**config.mk**
```make
export PLATFORM = sky130hd
export DESIGN_NAME = master_port
export DESIGN_NICKNAME = d
export VERILOG_FILES = /design/src/rtl/master_port.sv
export SDC_FILE = /design/constraint.sdc
export NUM_CORES = 1
export LEC_CHECK = 0
export BUFFER_PORTS_ARGS = -buffer_cell sky130_fd_sc_hd__buf_2
export CAP_MARGIN = 5
export CORE_MARGIN = 3
export CORE_UTILIZATION = 40
export CTS_CLUSTER_SIZE = 12
export DETAILED_ROUTE_END_ITERATION = 12
export PLACE_DENSITY = 0.69
export SLEW_MARGIN = 20
export SYNTH_ARGS = -nofsm -noshare
export SYNTH_HDL_FRONTEND = slang
export SYNTH_SLANG_ARGS = --single-unit
export TNS_END_PERCENT = 50
```
**constraint.sdc**
```tcl
create_clock -name clk -period 1.6 [get_ports clk]
set_input_delay 0.08 -clock clk [delete_from_list [all_inputs] [get_ports clk]]
set_output_delay 0.08 -clock clk [all_outputs]
set_load 0.02 [all_outputs]
```
**src/rtl/master_port.sv**
```systemverilog
// master_port: serial bus master. A command captured in IDLE is sent as an
// LSB-first serial address (plus write data for writes); reads then collect
// DATA_WIDTH serial bits qualified by s_valid.
// Optional feature: define MASTER_TIMEOUT_EN to abort reads that wait longer
// than RD_TIMEOUT cycles (done with err). Without it err is tied low.
module master_port #(
  parameter int unsigned ADDR_WIDTH = 12,
  parameter int unsigned DATA_WIDTH = 8,
  parameter int unsigned RD_TIMEOUT = 255
) (
  input  logic                  clk,
  input  logic                  reset,
  input  logic                  start,
  input  logic                  rw,
  input  logic [ADDR_WIDTH-1:0] addr,
  input  logic [DATA_WIDTH-1:0] wdata,
  output logic                  busy,
  output logic                  done,
  output logic                  err,
  output logic [DATA_WIDTH-1:0] rdata,
  output logic                  write_enable,
  output logic                  read_enable,
  output logic                  m_valid,
  output logic                  m_ready,
  output logic                  tx_address,
  output logic                  tx_data,
  input  logic                  s_ready,
  input  logic                  s_valid,
  input  logic                  rx_data
);

  localparam int unsigned MaxW = (ADDR_WIDTH > DATA_WIDTH) ? ADDR_WIDTH : DATA_WIDTH;
  localparam int unsigned CntW = $clog2(MaxW + 1);
  localparam logic [CntW-1:0] AddrLast = CntW'(ADDR_WIDTH);
  localparam logic [CntW-1:0] DataLast = CntW'(DATA_WIDTH - 1);

  typedef enum logic [2:0] {StIdle, StWaitSlv, StSend, StRdWait, StRdRecv, StDone} state_e;

  state_e                state_q;
  logic                  rw_q;
  logic [ADDR_WIDTH-1:0] addr_sh_q;
  logic [DATA_WIDTH-1:0] wdata_sh_q;
  logic [DATA_WIDTH-2:0] rx_sh_q;
  logic [CntW-1:0]       bit_cnt_q;

  logic                  ld_rw;
  logic [ADDR_WIDTH-1:0] ld_addr;
  logic [DATA_WIDTH-1:0] ld_wdata;
  logic [DATA_WIDTH-1:0] rx_word;
  logic                  rd_last;
  logic                  tmo_fire;

  assign busy    = (state_q != StIdle);
  assign rx_word = {rx_data, rx_sh_q};
  assign rd_last = s_valid && (bit_cnt_q == DataLast);

`ifdef MASTER_TIMEOUT_EN
  localparam int unsigned TmoW = $clog2(RD_TIMEOUT + 1);
  localparam logic [TmoW-1:0] TmoLast = TmoW'(RD_TIMEOUT - 1);

  logic [TmoW-1:0] tmo_cnt_q;
  logic            err_q;
  logic            rd_state;

  assign rd_state = (state_q == StRdWait) || (state_q == StRdRecv);
  // Completion in the final allowed cycle wins over the timeout.
  assign tmo_fire = rd_state && !rd_last && (tmo_cnt_q == TmoLast);
  assign err      = err_q;

  // Count cycles spent waiting for read data; cleared outside the read phase.
  always_ff @(posedge clk or negedge reset) begin
    if (!reset) begin
      tmo_cnt_q <= '0;
      err_q     <= 1'b0;
    end else begin
      tmo_cnt_q <= rd_state ? tmo_cnt_q + TmoW'(1) : '0;
      err_q     <= tmo_fire;
    end
  end
`else
  assign tmo_fire = 1'b0;
  assign err      = 1'b0;
`endif

  // Command source for SEND entry: live inputs from IDLE, captured copy from WAIT_SLV.
  always_comb begin
    ld_rw    = rw_q;
    ld_addr  = addr_sh_q;
    ld_wdata = wdata_sh_q;
    if (state_q == StIdle) begin
      ld_rw    = rw;
      ld_addr  = addr;
      ld_wdata = rw ? wdata : '0;
    end
  end

  // Main FSM with registered bus and status outputs.
  always_ff @(posedge clk or negedge reset) begin
    if (!reset) begin
      state_q      <= StIdle;
      rw_q         <= 1'b0;
      addr_sh_q    <= '0;
      wdata_sh_q   <= '0;
      rx_sh_q      <= '0;
      bit_cnt_q    <= '0;
      rdata        <= '0;
      done         <= 1'b0;
      write_enable <= 1'b0;
      read_enable  <= 1'b0;
      m_valid      <= 1'b0;
      m_ready      <= 1'b0;
      tx_address   <= 1'b0;
      tx_data      <= 1'b0;
    end else begin
      write_enable <= 1'b0;
      read_enable  <= 1'b0;
      done         <= 1'b0;
      unique case (state_q)
        StIdle, StWaitSlv: begin
          if (state_q == StWaitSlv || start) begin
            rw_q <= ld_rw;
            if (s_ready) begin
              state_q      <= StSend;
              m_valid      <= 1'b1;
              tx_address   <= ld_addr[0];
              tx_data      <= ld_wdata[0];
              write_enable <= ld_rw;
              read_enable  <= ~ld_rw;
              bit_cnt_q    <= CntW'(1);
              addr_sh_q    <= ld_addr >> 1;
              wdata_sh_q   <= ld_wdata >> 1;
            end else begin
              state_q    <= StWaitSlv;
              addr_sh_q  <= ld_addr;
              wdata_sh_q <= ld_wdata;
            end
          end
        end
        StSend: begin
          if (bit_cnt_q == AddrLast) begin
            m_valid    <= 1'b0;
            tx_address <= 1'b0;
            tx_data    <= 1'b0;
            bit_cnt_q  <= '0;
            if (rw_q) begin
              state_q <= StDone;
              done    <= 1'b1;
            end else begin
              state_q <= StRdWait;
              m_ready <= 1'b1;
            end
          end else begin
            // wdata_sh_q zero-fills, so tx_data drops to 0 after DATA_WIDTH bits.
            tx_address <= addr_sh_q[0];
            addr_sh_q  <= addr_sh_q >> 1;
            tx_data    <= wdata_sh_q[0];
            wdata_sh_q <= wdata_sh_q >> 1;
            bit_cnt_q  <= bit_cnt_q + CntW'(1);
          end
        end
        StRdWait, StRdRecv: begin
          if (rd_last) begin
            rdata     <= rx_word;
            state_q   <= StDone;
            done      <= 1'b1;
            m_ready   <= 1'b0;
            bit_cnt_q <= '0;
          end else if (tmo_fire) begin
            state_q   <= StDone;
            done      <= 1'b1;
            m_ready   <= 1'b0;
            bit_cnt_q <= '0;
          end else if (s_valid) begin
            rx_sh_q   <= rx_word[DATA_WIDTH-1:1];
            bit_cnt_q <= bit_cnt_q + CntW'(1);
            state_q   <= StRdRecv;
          end
        end
        StDone: begin
          state_q <= StIdle;
        end
        default: begin
          state_q <= StIdle;
        end
      endcase
    end
  end

endmodule
```
# [After elaboration in Yosys (flattened, before gate mapping)]
# Index checks and enable logic that the tools add are counted.
# W data, S select, Z words.
[op_classes] eq_ne=13 bitwise_logic=2 shifts=0 addsub=1 n_reduce_logical=18 n_mul=0 div=0 n_lt_le_gt_ge=0 mux=51
[op_table] cell="$mux W12" n=4
[op_table] cell="$mux W8" n=5
[op_table] cell="$pmux W12 S2" n=1
[op_table] cell="$mux W1" n=22
[op_table] cell="$mux W4" n=5
[op_table] cell="$pmux W8 S2" n=1
[op_table] cell="$mux W3" n=5
[op_table] cell="$ne A2 B2 Y1 const B" n=6
[op_table] cell="$pmux W4 S3" n=1
[op_table] cell="$reduce_and A3 Y1" n=4
[op_table] cell="$reduce_and A4 Y1" n=3
[op_table] cell="$pmux W1 S2" n=5
[op_table] cell="$pmux W3 S3" n=1
[op_table] cell="$eq A3 B2 Y1 const B" n=2
[op_table] cell="$reduce_bool A3 Y1" n=2
[op_table] cell="$add A4 B1 Y4 const B" n=1
[op_table] cell="$eq A4 B3 Y1 const B" n=1
[op_table] cell="$eq A4 B4 Y1 const B" n=1
[op_table] cell="$reduce_and A2 Y1" n=2
[op_table] cell="$reduce_bool A2 Y1" n=2
[op_table] cell="$reduce_or A2 Y1" n=2
[op_table] cell="$eq A3 B1 Y1 const B" n=1
[op_table] cell="$eq A3 B3 Y1 const B" n=1
[op_table] cell="$logic_not A3 Y1" n=1
[op_table] cell="other kinds (5)" n=6
[totals] mem_bits_rw=0 mem_count=0 inputBits=27 ff_bits=50 mem_bits_ro=0 latch_bits=0 output_inout_bits=17 word_cells=99

# [Depth between registers and ports, before layout]
# Gate-level depths: netlist of run 1.
[logic_depth] word_depth=6 depth_mapped=8 depth_no_buf=6

# [Least setup slack after synthesis of run 1]
# OpenSTA, ideal clock, no wires.
[synth_path] path_type="reg-to-reg" startpoint="register bit_cnt_q[0]" endpoint="register addr_sh_q[11]" arrival_ps=1603 setup_ps=121 n_path_buf=2 t_required_ps=1479 synth_period_minus_slack_ps=1724 stages_incl_launch_ff=9 setup_slack_ps=-124 path_cell_list="dfrtp_1 inv_1 ha_1 nand3_1 a211oi_1 a211o_1 buf_2 buf_6 a22o_1"
[synth_between] elab_chain_cells=3
[synth_lines] item="from (decl)" line_no="44" source="logic [CntW-1:0] bit_cnt_q;"
[synth_lines] item="from (signal assigned)" line_no="129" source="bit_cnt_q <= CntW'(1);"
[synth_lines] item="from (signal assigned)" line_no="158" source="bit_cnt_q <= bit_cnt_q + CntW'(1);"
[synth_lines] item="from (signal assigned)" line_no="175" source="bit_cnt_q <= bit_cnt_q + CntW'(1);"
[synth_lines] item="$eq A4 B4 Y1" line_no="140" source="if (bit_cnt_q == AddrLast) begin"
[synth_lines] item="$ne A2 B2 Y1 (no line)"
[synth_lines] item="$reduce_and A3 Y1 (no line)"
[synth_lines] item="to (signal assigned)" line_no="130" source="addr_sh_q <= ld_addr >> 1;"
[synth_lines] item="to (signal assigned)" line_no="134" source="addr_sh_q <= ld_addr;"
[synth_lines] item="to (signal assigned)" line_no="155" source="addr_sh_q <= addr_sh_q >> 1;"
[synth_lines] item="to (decl)" line_no="41" source="logic [ADDR_WIDTH-1:0] addr_sh_q;"
# Every way passes these cells.
# A chain may end at the register's enable or synchronous reset.

# [Final worst setup path of run 1]
[layout_path] startpoint="register state_q[1]" endpoint="register rdata[6]"
[layout_between] elab_chain_cells=3 elab_cells_between_ends=4 classes_between="2 x eq/ne; 2 x reduce/logical"
[layout_lines] item="from (decl)" line_no="39" source="state_e state_q;"
[layout_lines] item="from (signal assigned)" line_no="100" source="state_q <= StIdle;"
[layout_lines] item="from (signal assigned)" line_no="123" source="state_q <= StSend;"
[layout_lines] item="from (signal assigned)" line_no="133" source="state_q <= StWaitSlv;"
[layout_lines] item="$eq A3 B2 Y1 / $eq A3 B3 Y1 (equally long branches)" line_no="118" source="unique case (state_q)"
[layout_lines] item="$reduce_or A2 Y1 (*)" line_no="118"
[layout_lines] item="$reduce_and A2 Y1 (no line) (*)"
[layout_lines] item="to (signal assigned)" line_no="163" source="rdata <= rx_word;"
[layout_lines] item="to (decl)" line_no="20" source="output logic [DATA_WIDTH-1:0] rdata,"
# Every way passes the cells marked *; elsewhere a longest branch is shown, timed or not.

==> results of run 1 <==
[layout make-up]
cell class | instances | area share, %
clock buffers | 5 | 1.75
clock inverters | 3 | 0.667
inverters | 7 | 0.667
multi-input cells | 187 | 41.5
flip-flops and latches | 50 | 31.8
well taps | 96 | 3.05
repair buffers | 110 | 20.6
[state kept, by name, summed over array words and instances, names as in the netlist]
register      cells
state_q           3
read_enable       1
write_enable      1
done              1
rx_sh_q           7
rw_q              1
tx_address        1
bit_cnt_q         4
addr_sh_q        12
rdata             8
m_valid           1
tx_data           1
m_ready           1
wdata_sh_q        8
[layout by cell type (no fill, tap or decap), drive strengths merged, types with 7 or more instances in the layout]
cell,netlist,final
buf,16,108
a21oi,7,7
mux2,16,16
nand2,17,17
nor3,7,7
a32oi,10,10
dfrtp,50,50
nand3,11,11
inv,6,8
a22o,16,16
o21ai,20,20
nor2,9,9
mux2i,15,15
[worst max-delay path, stage by stage (launching register included)]
cell and delay, ps:
dfrtp_2 450, buf_6 140, buf_6 100, nand3b_1 220, a21oi_4 230, buf_12 160
mux2_4 300
[timing repair]
item | in CTS | in global routing
buffers inserted | 9 | 8
hold endpoints to repair | 20 | 0
cloned | 0 | 0
gates resized for setup | 38 | 36
endpoints found under the setup margin | 47 | 50
hold buffers | 2 | 0
pin swaps | 32 | 17
[synthesized netlist by cell type (3+ instances only)]
cell type	n
mux2_2	16
mux2i_1	15
nor2b_1	3
a22o_1	16
a21oi_1	6
buf_2	9
nor2_1	8
o211ai_1	3
buf_6	3
clkbuf_1	3
buf_4	3
o21ai_0	20
o31ai_1	4
o2bb2ai_1	5
a221o_1	3
a32oi_1	10
nand3_1	10
dfrtp_1	50
nand2_1	16
nor3_1	6
inv_1	5
[layer usage]
layer  global-route usage [%]  up-vias  wire length [µm]
li1                         -     1212                 -
met1                     25.5     1319              3550
met2                     31.5      108              3990
met3                     3.18       15               354
met4                     6.25        0               165
met5                        0        -                 0
[final timing paths]
| path | to | from | cells past startpoint | slack, ps |
|---|---|---|---|---|
| setup / recovery | rdata[6]$_DFFE_PN0P_ | state_q[1]$_DFFE_PN0P_ | 6 | -110 |
| hold / removal | addr_sh_q[11]$_DFFE_PN0P_ | addr[11] | 2 | 20 |
| setup reg to reg | rdata[6]$_DFFE_PN0P_ | state_q[1]$_DFFE_PN0P_ | 6 | -110 |
| hold reg to reg | rdata[4]$_DFFE_PN0P_ | rdata[4]$_DFFE_PN0P_ | 1 | 520 |
| max in group asynchronous | state_q[1]$_DFFE_PN0P_ | reset | 3 | 800 |
| min in group asynchronous | bit_cnt_q[3]$_DFFE_PN0P_ | reset | 2 | 240 |
[cell families after synthesis]
logic type | after synthesis | synth area share, %
compound gates | 86 | 23.6
simple gates | 67 | 14.2
flops | 50 | 44.3
mux | 31 | 11.7
buf+inv | 27 | 5.22
fa+ha+maj | 2 | 0.885
other cells | 1 | 0.133
[per-stage QoR]
| stage | cells | instance area, µm² | util, % |
|---|---|---|---|
| 3_3_place_gp | 432 | 3440 | 50.4 |
| 6_report | 458 | 3940 | 57.7 |
| 3_5_place_dp | 432 | 3440 | 50.4 |
| 4_1_cts | 451 | 3760 | 55.1 |
| 5_1_grt | 458 | 3940 | 57.7 |
| 2_1_floorplan | 264 | 2840 | - |
[power groups by stage]
stage | Clock (mW) | Combinational [mW] | Sequential (mW)
after CTS | 0.814 | 3.76 | 2.03
after floorplan | 0 | 2.16 | 2.03
after global placement | 0 | 3.34 | 2.02
after global routing | 0.862 | 4.51 | 2.12
final | 0.800 | 4.21 | 2.07
after detailed placement | 0 | 3.42 | 2.04
==> Flow_metrics.wiki, run 1 <==
{| class="wikitable"
! Metric !! Value
|-
| Number of slew-limit violations in the final report || 0
|-
| Combined area of the multi-input logic cells || between 0.0015 and 0.002 mm²
|-
| Maximum number of pins on one net before global-route repair || 32
|-
| Unrepaired setup endpoints after global routing || yes
|-
| Wire length of the first global-routing pass || 12,700 µm
|-
| Number of buffers on the longest clock path || 2
|-
| Sort of element at the start of the critical path || flop
|-
| Tightest Hold Check Type || in2reg
|-
| Type of the worst setup path || reg2reg
|-
| Total power density per cell area || between 1500 and 2000 mW/mm²
|-
| Most used flip-flop cell after synthesis || dfrtp_1
|-
| Fraction of registers with async set/reset || 100%
|-
| Core outline area || roughly 0.0068 mm²
|-
| Worst path setup slack after routing || -110 ps
|-
| Signed area change from the synthesized netlist to the final layout || 39.4%
|-
| Tot Pwr || around 7 mW
|-
| Clock tree from TritonCTS || done
|-
| Register Area || between 0.001 and 0.0015 mm²
|-
| Residual antenna-violating net count after detailed routing || 0
|-
| Netlist cell types || 64
|-
| Final worst-path cycle share || 107%
|-
| CTS Root Cell || clkbuf_8
|-
| Post-Synthesis Cell Area || around 0.0028 mm²
|-
| Drt first-iter violations || approximately 250
|-
| Fmax || roughly 580 MHz
|-
| Initial antenna violation count || 0
|-
| Clock-pin slew of the registers on the worst-case setup and hold paths || about 100 ps
|-
| Biggest area contributors in the synthesized netlist || dfrtp_1 (44%), mux2_2 (6.4%), mux2i_1 (5.3%)
|-
| Vias per inst || between 5 and 6
|-
| Category of the worst setup path capture point || flop
|-
| Proportion of layout cells with a drive suffix above 1 || approximately half
|-
| FF+latch count, synth || 50
|-
| Net switching power || about 2.9 mW
|-
| Overall die width || about 90 µm
|-
| Avg Inst Size Synth || around 11 µm²
|-
| Failing checks || negative setup slack
|-
| Proportion of power drawn by combinational gates || around 60%
|-
| DP Worst Slack || -310 ps
|-
| Sequential area share after synthesis || roughly 44%
|-
| CTS H-tree depth || 2
|-
| Library cell occupying the most area in the post-synthesis netlist || dfrtp_1
|-
| Leakage power summed over all cells || about 1.8 nW
|-
| Max VDD drop || 0.957 mV
|-
| CP Data Arrival Time || around 1900 ps
|-
| Iteration count of the initial detailed-routing pass || 4
|-
| Instance count of the mapped netlist || 264
|-
| CTS sink count || 50
|-
| Die ar. || 0.00811 mm²
|-
| Net count of the mapped netlist || ~290
|-
| Via count || approximately 2,700
|-
| Switching portion of total power || 41.3%
|-
| Number of flops mapped to enable cells by yosys || 0
|-
| Critical path data required time || 1810 ps
|-
| Net count, final || 390
|-
| Cell internal pwr || 4.15 mW
|-
| Vert. Die Dim || ~90 µm
|-
| CTS Buf Count || 5
|-
| Clock tree skew after final layout || 14.0 ps
|-
| Final TNS setup || -3190 ps
|-
| Antenna diode count || 0
|-
| Setup violations, final || 45
|-
| Remaining DRCs || 0
|-
| Part of the total power dissipated in sequential elements || between 20% and 30%
|-
| Number of global-route vias before repair || roughly 2,600
|-
| Number of warning messages in the yosys log || 0
|-
| Detailed placer's ending HPWL || 5350 µm
|-
| Total count of hold-check failures in the final report || 0
|-
| Largest driver fanout on the critical path || 9
|-
| Max-cap violations || 0
|-
| Detail-routed net length per standard cell || 17.6 µm
|-
| Final worst path period need || 1710 ps
|-
| Outcome || finished with violations
|-
| Clock power frac || roughly 11%
|-
| Total number of placement rows || 30
|-
| GRT Resource Usage Total || between 10% and 20%
|-
| Final Routed Wirelength || ~8100 µm
|-
| I/O pin cnt || 44
|-
| I/O Buffers || 42
|-
| Starting density of the core || between 40% and 50%
|-
| Grt total ovfl || 0
|-
| Insertion delay to the later sink of the worst-skew pair || 320 ps
|-
| Filler instances || 573
|-
| Final Hold Slack || 18.4 ps
|-
| GPL Wtd Cong || ~0.84
|-
| Area share of the largest cell type after synthesis || around 44%
|}
Power figures use the tool's default switching activity.
==> run 2, diff against run 1 <==
--- a/config.mk
+++ b/config.mk
@@ -8,9 +8,11 @@
 export BUFFER_PORTS_ARGS = -buffer_cell sky130_fd_sc_hd__buf_2
 export CAP_MARGIN = 5
+export CELL_PAD_IN_SITES_DETAIL_PLACEMENT = 0
+export CELL_PAD_IN_SITES_GLOBAL_PLACEMENT = 1
 export CORE_MARGIN = 3
 export CORE_UTILIZATION = 40
 export CTS_CLUSTER_SIZE = 12
 export DETAILED_ROUTE_END_ITERATION = 12
-export PLACE_DENSITY = 0.69
+export PLACE_DENSITY = 0.83
 export SLEW_MARGIN = 20
 export SYNTH_ARGS = -nofsm -noshare
==> constraint.sdc (replaced) <==
create_clock -name clk -period 1.6 [get_ports clk]
set_input_delay 0 -clock clk [delete_from_list [all_inputs] [get_ports clk]]
set_output_delay 0 -clock clk [all_outputs]
set_load 0.02 [all_outputs]
==> Flow_metrics.wiki, run 2 (synthesis gave the netlist of run 1 again) <==
{| class="wikitable"
! Metric !! Value
|-
| Outcome || finished with violations
|-
| Failing checks || negative setup slack
|-
| CTS H-tree depth || 2 (unchanged)
|-
| Signed area change from the synthesized netlist to the final layout || 39.6% (about the same)
|-
| Register-to-register path setup slack || -90 ps (+20 ps)
|-
| Proportion of layout cells with a drive suffix above 1 || 46.5% (-2.4 points)
|-
| Via count || 2,532 (-4.6%)
|-
| Die ar. || 0.00811 mm² (unchanged)
|-
| Total count of hold-check failures in the final report || 0 (unchanged)
|-
| Global routing met3 resource utilization || 3.60% (+0.42 points)
|-
| Final worst path period need || 1690 ps (-20.4 ps)
|-
| Most common library cell in the layout ignoring fill and taps || dfrtp_1
|-
| Setup violations, final || 35 (-22%)
|-
| Antenna diode count || 0 (unchanged)
|-
| CP Data Arrival Time || 1880 ps (-40 ps)
|-
| I/O Buffers || 42 (unchanged)
|-
| Worst-path cell with the longest stage delay || dfrtp_1
|-
| Buffers & Inverters on Critical Path || 1 (-2)
|-
| Filler instances || 582 (+1.6%)
|-
| Most crowded layer after global routing || met2
|-
| Final worst-path cycle share || 106% (-1.3 points)
|-
| Placed cell count || 428 (-0.93%)
|-
| Maximum number of pins on one net before global-route repair || 51 (+59%)
|-
| Remaining DRCs || 0 (unchanged)
|-
| Starting density of the core || 41.4% (unchanged)
|-
| Overall die width || 90.1 µm (unchanged)
|-
| Final Routed Wirelength || 7460 µm (-7.4%)
|-
| Cell count along the critical path || 6 (unchanged)
|-
| Initial antenna violation count || 0 (unchanged)
|-
| Detailed placer's ending HPWL || 5010 µm (-6.3%)
|-
| Vert. Die Dim || 90.1 µm (unchanged)
|-
| I/O pin cnt || 44 (unchanged)
|-
| Commonest cells after routing, fill and taps aside || dfrtp_1 (48), buf_2 (42), buf_4 (39)
|-
| Tightest Hold Check Type || in2reg
|-
| Net count, final || 385 (-1.3%)
|-
| Largest delay contributor family on the critical path || compound AO/OA/AOI/OAI gates
|-
| Most flop-heavy register || addr_sh_q
|-
| Worst path setup slack after routing || -89.6 ps (+20.4 ps)
|-
| Total number of placement rows || 30 (unchanged)
|-
| Leakage power summed over all cells || 1.81 nW (-2.3%)
|-
| Drt first-iter violations || 165 (-35%)
|-
| GPL Wtd Cong || 0.849 (+1.3%)
|-
| Iteration count of the initial detailed-routing pass || 4 (unchanged)
|-
| Grt total ovfl || 0 (unchanged)
|-
| Final core utilization || 57.7% (about the same)
|-
| Final Hold Slack || 63.6 ps (+45.3 ps)
|-
| Max-cap violations || 0 (unchanged)
|-
| CTS sink count || 50 (unchanged)
|-
| Clock tree skew after final layout || 13.8 ps (-0.261 ps)
|-
| Detail-routed net length per standard cell || 16.5 µm (-6.4%)
|-
| CTS Root Cell || clkbuf_8
|-
| Slew margin rel. || 66.6%
|-
| Delay of the slowest critical-path stage || 410 ps (-40 ps)
|-
| CTS Buf Count || 5 (unchanged)
|-
| Wire length of the first global-routing pass || 12,000 µm (-5.5%)
|-
| Total power density per cell area || 1750 mW/mm² (-2.4%)
|-
| Final TNS setup || -2060 ps (+1130 ps)
|-
| Ordered list of cells on the worst path || inv_2, ha_4, nand3_4, a211oi_2, a211o_4, a221o_1
|-
| Largest driver fanout on the critical path || 5 (-4)
|-
| Category of the worst setup path capture point || flop
|-
| Clock-pin slew of the registers on the worst-case setup and hold paths || 110 ps (about the same)
|-
| Reg2Reg Capture Point || addr_sh_q[7]$_DFFE_PN0P_
|-
| Startpoint of the worst-slack reg-to-reg timing path || bit_cnt_q[0]$_DFFE_PN0P_
|-
| Critical path data required time || 1800 ps (about the same)
|-
| Met2 routing resource usage after global routing || 28.3% (-3.2 points)
|-
| Unrepaired setup endpoints after global routing || yes
|-
| Max VDD drop || 0.962 mV (+0.54%)
|-
| Tot Pwr || 6.91 mW (-2.3%)
|-
| Type of the worst setup path || reg2reg
|-
| Insertion delay to the later sink of the worst-skew pair || 310 ps (about the same)
|-
| Number of global-route vias before repair || 2,522 (-2.0%)
|-
| Critical Path Start || bit_cnt_q[0]$_DFFE_PN0P_
|-
| Core outline area || 0.00683 mm² (unchanged)
|-
| Clock tree from TritonCTS || done
|-
| Number of slew-limit violations in the final report || 0 (unchanged)
|-
| Largest registers ranked by flip-flop count || addr_sh_q: 12 flops, rdata: 8 flops, wdata_sh_q: 8 flops
|-
| Startpoint of the lowest-slack hold path || rw
|-
| Pin slew with the least headroom to its limit || between 400 and 500 ps
|-
| Residual antenna-violating net count after detailed routing || 0 (unchanged)
|-
| Fraction of met1 tracks used by global routing || 23.9% (-1.6 points)
|-
| Flip-flop count of the largest register, all copies and words added || 12 (unchanged)
|-
| Vias per inst || 5.59 (-3.5%)
|-
| Fmax || 592 MHz (+1.2%)
|-
| GRT Resource Usage Total || 17.7% (-1.4 points)
|-
| Sort of element at the start of the critical path || flop
|-
| Non-filler instance count after layout || 453 (-1.1%)
|-
| Number of buffers on the longest clock path || 2 (unchanged)
|-
| Depth of the most critical reg-to-reg path || 6 (unchanged)
|-
| Worst setup endpoint || addr_sh_q[7]$_DFFE_PN0P_
|}
==> run 2: worst min path at each step <==
stage,to,cells past startpoint,slack [ps]
after global placement,bit_cnt_q[2]$_DFFE_PN0P_,2,10
after global routing,rw_q$_DFFE_PN0P_,2,70
after CTS,rw_q$_DFFE_PN0P_,2,40
after detailed placement,bit_cnt_q[2]$_DFFE_PN0P_,2,10
final,rw_q$_DFFE_PN0P_,2,60
after floorplan,addr_sh_q[0]$_DFFE_PN0P_,0,-300
==> run 2: stage by stage <==
step                      worst slack, ps  cell area, µm²
after CTS                           -44.8            3740
final                               -89.6            3950
after global routing                 -136            3950
after global placement               -115            3430
after detailed placement             -106            3430
after floorplan                     -83.8            2840
==> run 2: power by group <==
group / internal (mW) / switching, mW
clock network: 0.323 / 0.486
registers: 1.69 / 0.363
logic: 2.10 / 1.95
total: 4.11 / 2.80
==> run 2: cell type report <==
cell class | instances | area, µm² | share of cell area, %
tap | 96 | 120 | 3.04
inverter | 7 | 26.3 | 0.666
sequential | 50 | 1250 | 31.8
multi-input combinational | 187 | 1620 | 41.0
timing repair buffer | 105 | 831 | 21.1
clock buffer | 5 | 68.8 | 1.74
clock inverter | 3 | 26.3 | 0.666
==> run 2: repair_timing <==
item                                    4_1_cts  5_1_grt
buffers inserted                              3        6
endpoints found under the hold margin        57        0
cloned                                        0        2
pin swaps                                    12       25
hold buffers                                  7        0
endpoints found under the setup margin       42       50
resized for setup                            26       41
==> run 2: layer usage <==
metal,part of all wire [%],vias up
met1,47,1247
met4,1.3,0
li1,-,1202
met2,47,74
met3,4.6,9
met5,0,-
